`config.mk`:
```
export PLATFORM = sky130hd
export DESIGN_NAME = cache_mem_requester
export DESIGN_NICKNAME = d
export VERILOG_FILES = /design/src/rtl/cache_mem_requester_pkg.sv /design/src/rtl/cache_mem_requester_req_timer.sv /design/src/rtl/cache_mem_requester.sv
export SDC_FILE = /design/constraint.sdc
export NUM_CORES = 1
export LEC_CHECK = 0
export ABC_AREA = 1
export BUFFER_PORTS_ARGS = -buffer_cell sky130_fd_sc_hd__buf_2
export CORE_MARGIN = 5
export CORE_UTILIZATION = 30
export DETAILED_ROUTE_END_ITERATION = 8
export PLACE_DENSITY_LB_ADDON = 0.08
export SYNTH_ARGS = -nofsm -noshare
export SYNTH_HDL_FRONTEND = slang
export SYNTH_SLANG_ARGS = --single-unit
```
`constraint.sdc`:
```
create_clock -name clk -period 5.4 [get_ports clk]
set_clock_uncertainty 0.2 [all_clocks]
set_input_delay 0.81 -clock clk [delete_from_list [all_inputs] [get_ports clk]]
set_output_delay 0.81 -clock clk [all_outputs]
set_load 0.005 [all_outputs]
```
`src/rtl/cache_mem_requester_pkg.sv`:
```
// Shared widths and state encoding for the cache-side memory requester.
package cache_mem_requester_pkg;

   localparam int Memory_Block_Size = 32;
   localparam int Mem_Addr_Width    = 10;
   localparam int Timer_Width       = 8;

   typedef enum logic [2:0] {
      IDLE,
      WB_REQ,
      WB_HOLD,
      WB_REL,
      RD_REQ,
      RD_REL
   } req_state_t;

endpackage

```
`src/rtl/cache_mem_requester_req_timer.sv`:
```
// Saturating wait counter. Raises hit when a request state has lasted
// TIMEOUT_CYCLES cycles; TIMEOUT_CYCLES of 0 disables it.
module req_timer
   import cache_mem_requester_pkg::*;
#(
   parameter int TIMEOUT_CYCLES = 255
)
(
   input  logic clk,
   input  logic Rst_Low,
   input  logic clear,
   input  logic enable,
   output logic hit
);

   localparam logic [Timer_Width-1:0] Limit = Timer_Width'(TIMEOUT_CYCLES - 1);

   logic [Timer_Width-1:0] count;

   always_ff @(posedge clk or negedge Rst_Low) begin
      if (!Rst_Low) begin
         count <= '0;
      end else if (clear) begin
         count <= '0;
      end else if (enable && (count != '1)) begin
         count <= count + 1'b1;
      end
   end

   // The count holds the cycles already spent, so the current cycle is the Nth one at Limit.
   assign hit = (TIMEOUT_CYCLES != 0) && enable && (count == Limit);

endmodule

```
`src/rtl/cache_mem_requester.sv`:
```
// Miss handler: optional dirty write-back, then block fetch returned as a
// one-cycle fill, over the memory's Req_Low/Rdy_Low handshake.
module cache_mem_requester
   import cache_mem_requester_pkg::*;
#(
   parameter int TIMEOUT_CYCLES = 255
)
(
   input  logic                         clk,
   input  logic                         Rst_Low,
   input  logic                         miss_req,
   input  logic [Mem_Addr_Width-1:0]    miss_addr,
   input  logic                         victim_dirty,
   input  logic [Mem_Addr_Width-1:0]    victim_addr,
   input  logic [Memory_Block_Size-1:0] victim_data,
   output logic                         busy,
   output logic                         fill_valid,
   output logic [Memory_Block_Size-1:0] fill_data,
   output logic                         err,
   output logic                         Req_Low,
   output logic [Mem_Addr_Width-1:0]    addr,
   output logic [Memory_Block_Size-1:0] din,
   output logic                         Wr,
   input  logic [Memory_Block_Size-1:0] dout,
   input  logic                         Rdy_Low
);

   req_state_t                   state, state_next;
   logic [Mem_Addr_Width-1:0]    miss_addr_q, miss_addr_next;
   logic [Mem_Addr_Width-1:0]    addr_next;
   logic [Memory_Block_Size-1:0] din_next, fill_data_next;
   logic                         req_low_next, wr_next, fill_valid_next, err_next;
   logic                         timer_hit, timer_clear, timer_enable;

   assign timer_clear  = (state_next != state);
   assign timer_enable = (state == WB_REQ) || (state == RD_REQ);

   req_timer #(
      .TIMEOUT_CYCLES(TIMEOUT_CYCLES)
   ) u_timer (
      .clk    (clk),
      .Rst_Low(Rst_Low),
      .clear  (timer_clear),
      .enable (timer_enable),
      .hit    (timer_hit)
   );

   always_ff @(posedge clk or negedge Rst_Low) begin
      if (!Rst_Low) begin
         state       <= IDLE;
         miss_addr_q <= '0;
         Req_Low     <= 1'b1;
         Wr          <= 1'b0;
         addr        <= '0;
         din         <= '0;
         fill_valid  <= 1'b0;
         fill_data   <= '0;
         err         <= 1'b0;
         busy        <= 1'b0;
      end else begin
         state       <= state_next;
         miss_addr_q <= miss_addr_next;
         Req_Low     <= req_low_next;
         Wr          <= wr_next;
         addr        <= addr_next;
         din         <= din_next;
         fill_valid  <= fill_valid_next;
         fill_data   <= fill_data_next;
         err         <= err_next;
         busy        <= (state_next != IDLE);
      end
   end

   // Memory-facing outputs only move at request launch or release, so they
   // stay frozen for the whole time Req_Low is low.
   always_comb begin
      state_next      = state;
      miss_addr_next  = miss_addr_q;
      req_low_next    = Req_Low;
      wr_next         = Wr;
      addr_next       = addr;
      din_next        = din;
      fill_valid_next = 1'b0;
      fill_data_next  = fill_data;
      err_next        = 1'b0;

      case (state)
         IDLE: begin
            if (miss_req) begin
               miss_addr_next = miss_addr;
               req_low_next   = 1'b0;
               if (victim_dirty) begin
                  wr_next    = 1'b1;
                  addr_next  = victim_addr;
                  din_next   = victim_data;
                  state_next = WB_REQ;
               end else begin
                  wr_next    = 1'b0;
                  addr_next  = miss_addr;
                  state_next = RD_REQ;
               end
            end
         end

         WB_REQ: begin
            if (!Rdy_Low) begin
               req_low_next = 1'b1;
               wr_next      = 1'b0;
               state_next   = WB_HOLD;
            end else if (timer_hit) begin
               err_next     = 1'b1;
               req_low_next = 1'b1;
               wr_next      = 1'b0;
               state_next   = RD_REL;
            end
         end

         // Memory's late write enable repeats the write here with unchanged addr/din.
         WB_HOLD: begin
            state_next = WB_REL;
         end

         WB_REL: begin
            if (Rdy_Low) begin
               req_low_next = 1'b0;
               wr_next      = 1'b0;
               addr_next    = miss_addr_q;
               state_next   = RD_REQ;
            end
         end

         RD_REQ: begin
            if (!Rdy_Low) begin
               fill_data_next  = dout;
               fill_valid_next = 1'b1;
               req_low_next    = 1'b1;
               state_next      = RD_REL;
            end else if (timer_hit) begin
               err_next     = 1'b1;
               req_low_next = 1'b1;
               wr_next      = 1'b0;
               state_next   = RD_REL;
            end
         end

         RD_REL: begin
            if (Rdy_Low) begin
               state_next = IDLE;
            end
         end

         default: begin
            state_next = IDLE;
         end
      endcase
   end

endmodule

```
==> impl_metrics.env, run 1 <==
export IMPL_status="finished, final reports clean"
export IMPL_cts_made_buffers=9
export IMPL_dr_wl_met2_um=5200
export IMPL_timing_hold_worst_path_depth=2
export IMPL_fill_cells=1505
export IMPL_flop_and_latch_count_out_of_synthesis=100
export IMPL_worst_slew_pin_slew_ns=1.02
export IMPL_p_per_area_mw_per_mm2=535
export IMPL_grt_setup_unrepaired="no"
export IMPL_place_congestion=0.753
export IMPL_ir_worst_vdd_v=0.000172
export IMPL_post_route_drc_count=0
export IMPL_post_route_cells_drive_above_1_share=0.292
export IMPL_first_global_vias=3779
export IMPL_cts_num_sinks=100
export IMPL_timing_setup_critical_path_class="input port to flip-flop"
export IMPL_slew_limit_headroom=0.317
export IMPL_ff2ff_path_depth=11
export IMPL_total_number_of_vias=3785
export IMPL_final_core_util=0.391
export IMPL_totalPowerFinal_w=0.00300
export IMPL_drv_slew=0
export IMPL_cp_end_kind="flip-flop"
export IMPL_chip_height_um=130
export IMPL_layout_common_cells="sky130_fd_sc_hd__nand2_1, sky130_fd_sc_hd__buf_2, sky130_fd_sc_hd__dfrtp_1"
export IMPL_achievable_frequency_mhz=382
export IMPL_yosysTopAreaCellShare=0.571
export IMPL_fp_dieArea_sq_mm=0.0170
export IMPL_root_buffer="sky130_fd_sc_hd__clkbuf_16"
export IMPL_crit_path_start_kind="input port"
export IMPL_synth_yosys_seq_area_share=0.577
export IMPL_synth_area_top_cells="sky130_fd_sc_hd__dfrtp_1, sky130_fd_sc_hd__nand2_1, sky130_fd_sc_hd__nor2_1"
export IMPL_cts_setup_buffers=0
export IMPL_clock_tree_buffer_depth=2
export IMPL_synth_warning_count=0
export IMPL_dp_hpwl_um=8210
export IMPL_synth_top_family_by_area="simple AND/OR/NAND/NOR gates"
export IMPL_max_cap_violations=0
export IMPL_antenna_violating_nets_post_route=0
export IMPL_min_period_ns=2.62
export IMPL_clk_transition_reported_paths_ns=0.06
export IMPL_finalWirelength_um=11400
export IMPL_setup_viol_count_final=0
export IMPL_htree_levels=3
export IMPL_syn_cell_area_sq_mm=0.00434
export IMPL_cells_after_synth=533
export IMPL_layout_area_overhead_vs_synth_pct=29.6
export IMPL_number_of_nets_at_the_end_of_the_flow=782
export IMPL_cts_hold_buf=0
export IMPL_synthDominantAreaCellType="sky130_fd_sc_hd__dfrtp_1"
export IMPL_p_leak_nw=3.20
export IMPL_cts_tree="done"
export IMPL_grt_overflow_total=0
export IMPL_critPathArrivalTime_ns=2.69
export IMPL_postPlaceCellArea_sq_mm=0.00532
export IMPL_core_rowCount=44
export IMPL_first_iteration_detailed_routing_drc_count=204
export IMPL_synth_cell_types=25
export IMPL_n_antenna_cell=0
export IMPL_port_buf_inserts=167
export IMPL_most_frequent_standard_cell_in_the_layout_excluding_fill_and_tap_cells="sky130_fd_sc_hd__nand2_1"
export IMPL_syn_nets=624
export IMPL_drt_pre_antenna_iters=4
export IMPL_grt_pass1_wl_um=18300
export IMPL_sum_neg_setup_slack_ns=0
export IMPL_yosys_area_share_simple=0.303
export IMPL_worst_endpoint_required_ns=5.47
export IMPL_number_of_top_level_pins=168
export IMPL_synth_mux_area_fraction=0
export IMPL_post_synthesis_xor_xnor_area_fraction=0.00808
export IMPL_die_w_um=130
export IMPL_final_hold_worst_slack_ns=0.264
export IMPL_synth_adder_area_share=0.00577
export IMPL_antenna_found_initial=0
export IMPL_met1Wirelength_um=5110
export IMPL_start_util=0.302
export IMPL_grtUsageTotal=0.137
export IMPL_hold_path_class="flip-flop to flip-flop"
export IMPL_wl_per_cell_um=13.0
export IMPL_avgViaCountPerCell=4.30
export IMPL_routed_top_layer="met4"
export IMPL_hold_viol_final=0
export IMPL_worstSkewPairLatency_ns=0.34
export IMPL_detailroute_wirelength_met3_um=899
export IMPL_layout_cell_area_non_filler_sq_mm=0.00562
export IMPL_grt_max_degree=54
export IMPL_postCtsResizedCells=0
export IMPL_synth_compound_area_frac=0.0565
export IMPL_finalCritPeriodShare=0.485
export IMPL_design_core_area_sq_mm=0.0144
export IMPL_crit_fanout=34
export IMPL_synthesis_area_per_instance_sq_um=8.14
-- Yosys cell counts --
| master | number |
|---|---|
| sky130_fd_sc_hd__a21oi_1 | 22 |
| sky130_fd_sc_hd__buf_2 | 4 |
| sky130_fd_sc_hd__buf_6 | 2 |
| sky130_fd_sc_hd__clkbuf_1 | 15 |
| sky130_fd_sc_hd__clkbuf_2 | 1 |
| sky130_fd_sc_hd__dfrtp_1 | 99 |
| sky130_fd_sc_hd__dfstp_2 | 1 |
| sky130_fd_sc_hd__ha_1 | 2 |
| sky130_fd_sc_hd__inv_1 | 26 |
| sky130_fd_sc_hd__inv_2 | 4 |
| sky130_fd_sc_hd__nand2_1 | 257 |
| sky130_fd_sc_hd__nand2_2 | 6 |
| sky130_fd_sc_hd__nand3_1 | 12 |
| sky130_fd_sc_hd__nand3_2 | 1 |
| sky130_fd_sc_hd__nand3_4 | 1 |
| sky130_fd_sc_hd__nand4_1 | 5 |
| sky130_fd_sc_hd__nor2_1 | 38 |
| sky130_fd_sc_hd__nor2_2 | 5 |
| sky130_fd_sc_hd__nor2_4 | 1 |
| sky130_fd_sc_hd__o21a_1 | 1 |
| sky130_fd_sc_hd__o21ai_0 | 24 |
| sky130_fd_sc_hd__o21bai_1 | 1 |
| sky130_fd_sc_hd__or3_1 | 1 |
| sky130_fd_sc_hd__xnor2_1 | 1 |
| sky130_fd_sc_hd__xor2_1 | 3 |
-- path summary, 6_finish.rpt --
kind	startpoint	endpoint	slack, ns
max in group asynchronous	Rst_Low	din[27]	3.58
hold reg to reg	Req_Low	Req_Low	0.26
min in group asynchronous	Rst_Low	addr[8]	0.27
setup / recovery	victim_dirty	u_timer.count[3]	2.78
setup reg to reg	state[0]	u_timer.count[3]	2.85
hold / removal	Req_Low	Req_Low	0.26
-- critical path, stage by stage --
cell,delay [ns]
sky130_fd_sc_hd__buf_2,0.33
sky130_fd_sc_hd__nand3_4,0.41
sky130_fd_sc_hd__inv_2,0.58
sky130_fd_sc_hd__nor2_2,0.08
sky130_fd_sc_hd__nand2_2,0.10
sky130_fd_sc_hd__nand2_1,0.05
sky130_fd_sc_hd__nand2_1,0.07
sky130_fd_sc_hd__nand2_2,0.12
sky130_fd_sc_hd__nor2_1,0.12
-- cell families (layout without fill, tap and decap cells) --
group           after synthesis  after routing
compound gates               48             48
simple gates                327            327
flops                       100            100
xor+xnor                      4              4
fa+ha+maj                     2              2
buf+inv                      52            215
-- sequential cells by signal (all words and copies together), names as in the netlist --
| register | flops |
|---|---|
| fill_valid | 1 |
| fill_data | 32 |
| din | 32 |
| Wr | 1 |
| miss_addr_q | 10 |
| busy | 1 |
| Req_Low | 1 |
| addr | 10 |
| state | 3 |
| u_timer.count | 8 |
| err | 1 |
-- per-stage QoR --
step	cells	worst slack [ns]
final	880	2.78
after global routing	880	2.50
after CTS	880	2.72
after detailed placement	864	2.36
after global placement	864	2.46
after floorplan	533	3.54
-- report_power, final --
| group | switching [W] | leakage (nW) | internal [W] | total, W |
|---|---|---|---|---|
| clock | 0.000271 | 0.149 | 0.000383 | 0.000654 |
| combinational | 0.000665 | 1.79 | 0.000440 | 0.00110 |
| sequential | 0.000175 | 1.26 | 0.00107 | 0.00125 |
-- cell type report --
| class | count | area, sq um | area share |
|---|---|---|---|
| Clock inverter | 4 | 47.5 | 0.00846 |
| Timing Repair Buffer | 169 | 853 | 0.152 |
| Inverter | 30 | 113 | 0.0200 |
| Tap cell | 184 | 230 | 0.0410 |
| Clock buffer | 12 | 256 | 0.0456 |
| Sequential cell | 100 | 2500 | 0.445 |
| Multi-Input combinational cell | 381 | 1620 | 0.288 |
-- per-layer routing --
| layer | global-route usage | vias up |
|---|---|---|
| met4 | 0.0611 | 0 |
| li1 | - | 1954 |
| met5 | 0 | - |
| met2 | 0.209 | 106 |
| met1 | 0.177 | 1708 |
| met3 | 0.0463 | 17 |
Power figures use the tool's default switching activity.
==> run 2, diff against run 1 <==
--- a/config.mk
+++ b/config.mk
@@ -5,7 +5,7 @@
 export SDC_FILE = /design/constraint.sdc
 export NUM_CORES = 1
 export LEC_CHECK = 0
-export ABC_AREA = 1
+export ABC_AREA = 0
 export BUFFER_PORTS_ARGS = -buffer_cell sky130_fd_sc_hd__buf_2
 export CORE_MARGIN = 5
 export CORE_UTILIZATION = 30
==> constraint.sdc (replaced) <==
create_clock -name clk -period 2.4 [get_ports clk]
set_clock_uncertainty 0.2 [all_clocks]
set_input_delay 0.36 -clock clk [delete_from_list [all_inputs] [get_ports clk]]
set_output_delay 0.36 -clock clk [all_outputs]
set_load 0.005 [all_outputs]
==> run 2 against run 1 <==
Effect of this change: utilization increased by 0.49 points; clock power increased by 130%; global-route usage decreased by 1.4 points; combinational power increased to 2.7 times the previous value; largest cell class unchanged; power increased by 140%; synthesized cell count decreased by 37%.
==> impl_metrics.env, run 2 <==
export IMPL_status="finished, final reports clean"
export IMPL_setup_viol_count_final=0
export IMPL_chip_height_um=134
export IMPL_crit_path_max_incr_delay_ns=0.53
export IMPL_sum_neg_setup_slack_ns=0
export IMPL_grt_overflow_total=0
export IMPL_final_critical_path_setup_slack_ns=0.309
export IMPL_ys_top_cells_by_count="sky130_fd_sc_hd__dfrtp_1, sky130_fd_sc_hd__mux2_2, sky130_fd_sc_hd__mux2_4, sky130_fd_sc_hd__nand2_1, sky130_fd_sc_hd__o21ai_0"
export IMPL_finalWirelength_um=10900
export IMPL_min_period_ns=2.09
export IMPL_worst_endpoint_required_ns=2.44
export IMPL_totalPowerFinal_w=0.00736
export IMPL_p_leak_nw=2.90
export IMPL_critical_path_cell_chain="buf_4 > xnor2_4 > nor3_1 > nand3_1 > a211oi_1"
export IMPL_worstPathBufferInverterCount=1
export IMPL_clock_tree_buffer_depth=2
export IMPL_clk_transition_reported_paths_ns=0.07
export IMPL_place_worst_setup_slack_ns=0.338
export IMPL_crit_fanout=12
export IMPL_multi_input_area_sq_mm=0.00190
export IMPL_post_synth_top_count_cell="sky130_fd_sc_hd__dfrtp_1"
export IMPL_cts_tree="done"
export IMPL_grt_max_degree=38
export IMPL_number_of_synthesized_flops_with_an_enable_pin=0
export IMPL_met1Wirelength_um=4880
export IMPL_root_buffer="sky130_fd_sc_hd__clkbuf_16"
export IMPL_final_seq_area_sq_mm=0.00250
export IMPL_number_of_top_level_pins=168
export IMPL_final_core_util=0.396
export IMPL_cts_num_sinks=100
export IMPL_n_antenna_cell=0
export IMPL_postCtsResizedCells=0
export IMPL_post_route_cells_drive_above_1_share=0.558
export IMPL_cp_end_kind="flip-flop"
export IMPL_hold_path_class="input port to flip-flop"
export IMPL_port_buf_inserts=167
export IMPL_achievable_frequency_mhz=478
export IMPL_start_util=0.304
export IMPL_design_core_area_sq_mm=0.0151
export IMPL_die_w_um=134
export IMPL_wl_per_cell_um=15.6
export IMPL_core_rowCount=45
export IMPL_place_congestion=0.764
export IMPL_worst_slew_pin_slew_ns=0.594
export IMPL_grtUsageTotal=0.123
export IMPL_detailroute_wirelength_met3_um=825
export IMPL_cells_after_synth=336
export IMPL_syn_nets=427
export IMPL_synthDominantAreaCellType="sky130_fd_sc_hd__dfrtp_1"
export IMPL_routed_top_layer="met4"
export IMPL_syn_cell_area_sq_mm=0.00459
export IMPL_total_number_of_vias=3185
export IMPL_slew_limit_headroom=0.604
export IMPL_finalCritPeriodShare=0.871
export IMPL_synth_async_reset_ratio=1.00
export IMPL_first_global_vias=3316
export IMPL_synthesis_area_per_instance_sq_um=13.7
export IMPL_grt_pass1_wl_um=17600
export IMPL_post_route_drc_count=0
export IMPL_critPathSlowestCell="sky130_fd_sc_hd__dfrtp_1"
export IMPL_layout_common_cells="sky130_fd_sc_hd__buf_2, sky130_fd_sc_hd__dfrtp_1, sky130_fd_sc_hd__mux2_2"
export IMPL_max_cap_violations=0
export IMPL_path_delay_family="simple AND/OR/NAND/NOR gates"
export IMPL_dp_hpwl_um=8130
export IMPL_timing_setup_critical_path_class="flip-flop to flip-flop"
export IMPL_flop_and_latch_count_out_of_synthesis=100
export IMPL_fp_dieArea_sq_mm=0.0179
export IMPL_synth_yosys_seq_area_share=0.545
export IMPL_antenna_violating_nets_post_route=0
export IMPL_fill_cells=1477
export IMPL_antenna_found_initial=0
export IMPL_critPathArrivalTime_ns=2.13
export IMPL_p_per_area_mw_per_mm2=1230
export IMPL_grt_setup_unrepaired="no"
export IMPL_largest_registers="din (32), fill_data (32)"
export IMPL_cts_made_buffers=9
export IMPL_most_frequent_standard_cell_in_the_layout_excluding_fill_and_tap_cells="sky130_fd_sc_hd__buf_2"
export IMPL_crit_path_start_kind="flip-flop"
export IMPL_hold_viol_final=0
export IMPL_avgViaCountPerCell=4.56
export IMPL_first_iteration_detailed_routing_drc_count=77
export IMPL_final_hold_worst_slack_ns=0.0435
export IMPL_synth_cell_types=56
export IMPL_postSynth_topFlopCell="sky130_fd_sc_hd__dfrtp_1"
export IMPL_synth_area_top_cells="sky130_fd_sc_hd__dfrtp_1, sky130_fd_sc_hd__mux2_2, sky130_fd_sc_hd__mux2_4"
export IMPL_drv_slew=0
export IMPL_dr_wl_met2_um=5040
export IMPL_worstSkewPairLatency_ns=0.34
export IMPL_layout_area_overhead_vs_synth_pct=30.2
export IMPL_synth_warning_count=0
export IMPL_number_of_nets_at_the_end_of_the_flow=598
export IMPL_drt_pre_antenna_iters=4
export IMPL_ir_worst_vdd_v=0.000368
export IMPL_htree_levels=3
export IMPL_yosysTopAreaCellShare=0.540
==> run 2: cell types whose count changed in the layout (fill, tap and decap cells not counted), moves of 10 or more <==
cell                      previous run  this run
sky130_fd_sc_hd__nand2_1           257        24
sky130_fd_sc_hd__mux2i_1             0        10
sky130_fd_sc_hd__a21oi_1            22         6
sky130_fd_sc_hd__nor2_1             38         2
sky130_fd_sc_hd__mux2_2              0        46
sky130_fd_sc_hd__inv_1              26         6
sky130_fd_sc_hd__mux2_4              0        28
==> run 2: final timing paths <==
check                               from                to  slack (ns)  cells past startpoint
worst min register to register   addr[7]           addr[7]        0.28                      2
worst max register to register  state[2]  u_timer.count[5]        0.31                      5
worst max-delay path            state[2]  u_timer.count[5]        0.31                      5
worst min-delay path            dout[18]     fill_data[18]        0.04                      2
max in group asynchronous        Rst_Low           Req_Low        1.05                      3
min in group asynchronous        Rst_Low            din[0]        0.30                      2
==> run 2: kinds of logic (layout without fill, tap and decap cells) <==
family / after synthesis / count (layout) / share of synthesized area
xor+xnor: 4 / 4 / 0.0117
simple gates: 65 / 65 / 0.0856
mux: 84 / 84 / 0.226
fa+ha+maj: 2 / 2 / 0.00545
flops: 100 / 100 / 0.545
compound gates: 53 / 53 / 0.0853
buf+inv: 28 / 203 / 0.0403
==> run 2: timing repair <==
| item | in CTS | in global routing |
|---|---|---|
| hold endpoints to repair | 31 | 0 |
| setup endpoints to repair | 0 | 0 |
| buffers inserted | 0 | 0 |
| hold buffers | 1 | 0 |
==> run 2: report_power, final <==
| group | internal, W | switching (W) |
|---|---|---|
| logic | 0.00164 | 0.00128 |
| clock network | 0.000914 | 0.000620 |
| registers | 0.00248 | 0.000429 |
==> run 2: final cells by class <==
class                   instances  area share
clock inverters                 5      0.0138
clock buffers                  10      0.0383
repair buffers                182       0.168
inverters                       6     0.00377
multi-input cells             208       0.318
flip-flops and latches        100       0.419
well taps                     188      0.0393
==> run 2: per-stage QoR <==
stage	cells	instance area [sq um]
final	699	5980
after CTS	699	5980
after global routing	699	5980
after detailed placement	683	5660
after floorplan	336	4590
after global placement	683	5660
==> run 2: routing by layer <==
layer / up-vias / GRT usage
met2: 114 / 0.195
met4: 0 / 0.0343
li1: 1544 / -
met3: 9 / 0.0446
met5: - / 0
met1: 1518 / 0.159
==> run 3, diff against run 2 <==
--- a/config.mk
+++ b/config.mk
@@ -7,10 +7,12 @@
 export LEC_CHECK = 0
 export ABC_AREA = 0
 export BUFFER_PORTS_ARGS = -buffer_cell sky130_fd_sc_hd__buf_2
+export CAP_MARGIN = 20
 export CORE_MARGIN = 5
 export CORE_UTILIZATION = 30
 export DETAILED_ROUTE_END_ITERATION = 8
 export PLACE_DENSITY_LB_ADDON = 0.08
 export SYNTH_ARGS = -nofsm -noshare
 export SYNTH_HDL_FRONTEND = slang
+export SYNTH_HIERARCHICAL = 1
 export SYNTH_SLANG_ARGS = --single-unit
==> run 3 against run 2 <==
Effect of this change: sequential share of layout area is 0.43 points higher; global-route usage is 0.29 points lower; setup slack worse by 0.19 ns.
==> impl_metrics.env, run 3 <==
export IMPL_clock_tree_buffer_depth=2
export IMPL_instances_no_fill=697
export IMPL_final_core_util=0.407
export IMPL_post_route_drc_count=0
export IMPL_antenna_violating_nets_post_route=0
export IMPL_grtUsageTotal=0.120
export IMPL_largest_registers="din (32), fill_data (32)"
export IMPL_postSynth_topFlopCell="sky130_fd_sc_hd__dfrtp_1"
export IMPL_dp_hpwl_um=7470
export IMPL_syn_nets=421
export IMPL_htree_levels=3
export IMPL_drv_slew=0
export IMPL_ys_top_cells_by_count="sky130_fd_sc_hd__dfrtp_1, sky130_fd_sc_hd__mux2_2, sky130_fd_sc_hd__mux2_4, sky130_fd_sc_hd__nand2_1, sky130_fd_sc_hd__o21ai_0"
export IMPL_worst_endpoint_required_ns=2.46
export IMPL_cts_made_buffers=9
export IMPL_max_cap_violations=0
export IMPL_design_core_area_sq_mm=0.0145
export IMPL_grt_overflow_total=0
export IMPL_synth_yosys_seq_area_share=0.565
export IMPL_synthDominantAreaCellType="sky130_fd_sc_hd__dfrtp_1"
export IMPL_first_global_vias=3221
export IMPL_grt_max_degree=53
export IMPL_ir_worst_vdd_v=0.000430
export IMPL_synth_async_reset_ratio=1.00
export IMPL_crit_fanout=10
export IMPL_number_of_nets_at_the_end_of_the_flow=599
export IMPL_cts_setup_buffers=0
export IMPL_post_route_cells_drive_above_1_share=0.573
export IMPL_cp_end_kind="flip-flop"
export IMPL_crit_path_start_kind="flip-flop"
export IMPL_layout_area_overhead_vs_synth_pct=33.4
export IMPL_sum_neg_setup_slack_ns=0
export IMPL_synth_cell_types=44
export IMPL_antenna_found_initial=0
export IMPL_status="finished, final reports clean"
export IMPL_post_synth_top_count_cell="sky130_fd_sc_hd__dfrtp_1"
export IMPL_wl_per_cell_um=14.9
export IMPL_worstSkewPairLatency_ns=0.34
export IMPL_yosysTopAreaCellShare=0.559
export IMPL_chip_height_um=132
export IMPL_root_buffer="sky130_fd_sc_hd__clkbuf_16"
export IMPL_syn_cell_area_sq_mm=0.00443
export IMPL_postPlaceCellArea_sq_mm=0.00560
export IMPL_p_leak_nw=2.96
export IMPL_achievable_frequency_mhz=439
export IMPL_grt_pass1_wl_um=17100
export IMPL_hold_viol_final=0
export IMPL_fp_dieArea_sq_mm=0.0173
export IMPL_port_buf_inserts=167
export IMPL_drt_pre_antenna_iters=4
export IMPL_p_per_area_mw_per_mm2=1210
export IMPL_avgViaCountPerCell=4.56
export IMPL_final_hold_worst_slack_ns=0.0419
export IMPL_hold_path_class="input port to flip-flop"
export IMPL_critPathArrivalTime_ns=2.34
export IMPL_cells_after_synth=330
export IMPL_finalCritPeriodShare=0.950
export IMPL_grt_setup_unrepaired="no"
export IMPL_synthesis_area_per_instance_sq_um=13.4
export IMPL_core_rowCount=44
export IMPL_start_util=0.305
export IMPL_timing_setup_critical_path_class="flip-flop to flip-flop"
export IMPL_n_antenna_cell=0
export IMPL_most_frequent_standard_cell_in_the_layout_excluding_fill_and_tap_cells="sky130_fd_sc_hd__buf_2"
export IMPL_die_w_um=132
export IMPL_finalWirelength_um=10400
export IMPL_number_of_top_level_pins=168
export IMPL_cts_num_sinks=100
export IMPL_worst_slew_pin_slew_ns=0.598
export IMPL_setup_viol_count_final=0
export IMPL_post_place_cells=680
export IMPL_total_number_of_vias=3176
export IMPL_slew_limit_headroom=0.601
export IMPL_layout_common_cells="sky130_fd_sc_hd__buf_2, sky130_fd_sc_hd__dfrtp_1, sky130_fd_sc_hd__mux2_2"
export IMPL_layout_cell_area_non_filler_sq_mm=0.00592
export IMPL_clk_transition_reported_paths_ns=0.07
export IMPL_first_iteration_detailed_routing_drc_count=176
export IMPL_synth_area_top_cells="sky130_fd_sc_hd__dfrtp_1, sky130_fd_sc_hd__mux2_2, sky130_fd_sc_hd__mux2_4"
export IMPL_cts_tree="done"
export IMPL_synth_warning_count=6
export IMPL_place_congestion=0.755
export IMPL_flop_and_latch_count_out_of_synthesis=100
export IMPL_min_period_ns=2.28
export IMPL_number_of_synthesized_flops_with_an_enable_pin=0
[run 3: cell count changes after synthesis, sizes merged, moves of 3 or more]
cell	change
nand3	-3
nor2b	+4
o21a	-3
buf	-5
mux2	+4
xnor2	-4
a2111oi	-3
nand2b	+3
nor2	+6
[run 3: kinds of logic (layout without fill, tap and decap cells)]
| kind of cell | after synthesis | after routing | synth area share |
|---|---|---|---|
| adder cells (fa/ha/maj) | 2 | 2 | 0.00564 |
| buffers and inverters | 26 | 209 | 0.0327 |
| multiplexers | 88 | 88 | 0.246 |
| AND/OR/NAND/NOR | 67 | 67 | 0.0832 |
| flip-flops | 100 | 100 | 0.565 |
| AO/OA/AOI/OAI | 47 | 47 | 0.0677 |
[run 3: what timing repair did]
action,4_1_cts,5_1_grt
setup endpoints to repair,4,6
endpoints found under the hold margin,26,0
gates resized for setup,1,1
pin swaps,0,1
hold buffers,1,0
[run 3: final cells by class]
cell class / instances / area (sq um)
inverter: 7 / 26.3
multi-input combinational: 204 / 1850
clock inverter: 6 / 63.8
tap: 184 / 230
clock buffer: 10 / 239
timing repair buffer: 186 / 1010
fill: 1435 / 8620
sequential: 100 / 2500
[run 3: metal layers]
metal  vias to the layer above  part of all wire  wire length (um)  track usage
met5                         -                 0                 0            0
met4                         0             0.016               163       0.0526
met3                        11             0.076               790       0.0382
met2                       110              0.46              4760        0.181
met1                      1527              0.45              4700        0.158
li1                       1528                 -                 -            -
[run 3: worst max-delay path, cell delays in order (launching register included)]
cell and delay [ns]:
sky130_fd_sc_hd__dfrtp_1 0.40, sky130_fd_sc_hd__buf_4 0.15, sky130_fd_sc_hd__nand2b_4 0.07, sky130_fd_sc_hd__a21oi_4 0.05
sky130_fd_sc_hd__and3_1 0.14, sky130_fd_sc_hd__and3_4 0.15, sky130_fd_sc_hd__nand2b_4 0.14, sky130_fd_sc_hd__o211ai_1 0.16
sky130_fd_sc_hd__o21ai_1 0.09, sky130_fd_sc_hd__o22a_2 0.30, sky130_fd_sc_hd__buf_4 0.17, sky130_fd_sc_hd__nor3_1 0.18
[run 3: through the flow]
stage,worst slack [ns],power (W)
6_report,0.120,0.00714
5_1_grt,0.000510,0.00767
4_1_cts,0.0942,0.00729
3_5_place_dp,-0.00757,0.00576
3_3_place_gp,0.0138,0.00573
2_1_floorplan,-0.121,0.00463
[run 3: path summary, 6_finish.rpt]
kind,startpoint,endpoint,slack (ns),depth (start not counted)
max reg2reg,state[2],u_timer/count[6],0.12,11
min,victim_data[24],din[24],0.04,2
max in group asynchronous,Rst_Low,Req_Low,1.03,3
min in group asynchronous,Rst_Low,fill_data[3],0.28,2
max,state[2],u_timer/count[6],0.12,11
min reg2reg,addr[1],addr[1],0.28,2
[run 3: report_power, final]
group	internal [W]	leakage [nW]	switching [W]	total, W
logic	0.00164	1.60	0.00120	0.00284
registers	0.00247	1.22	0.000358	0.00283
clock network	0.000835	0.144	0.000636	0.00147
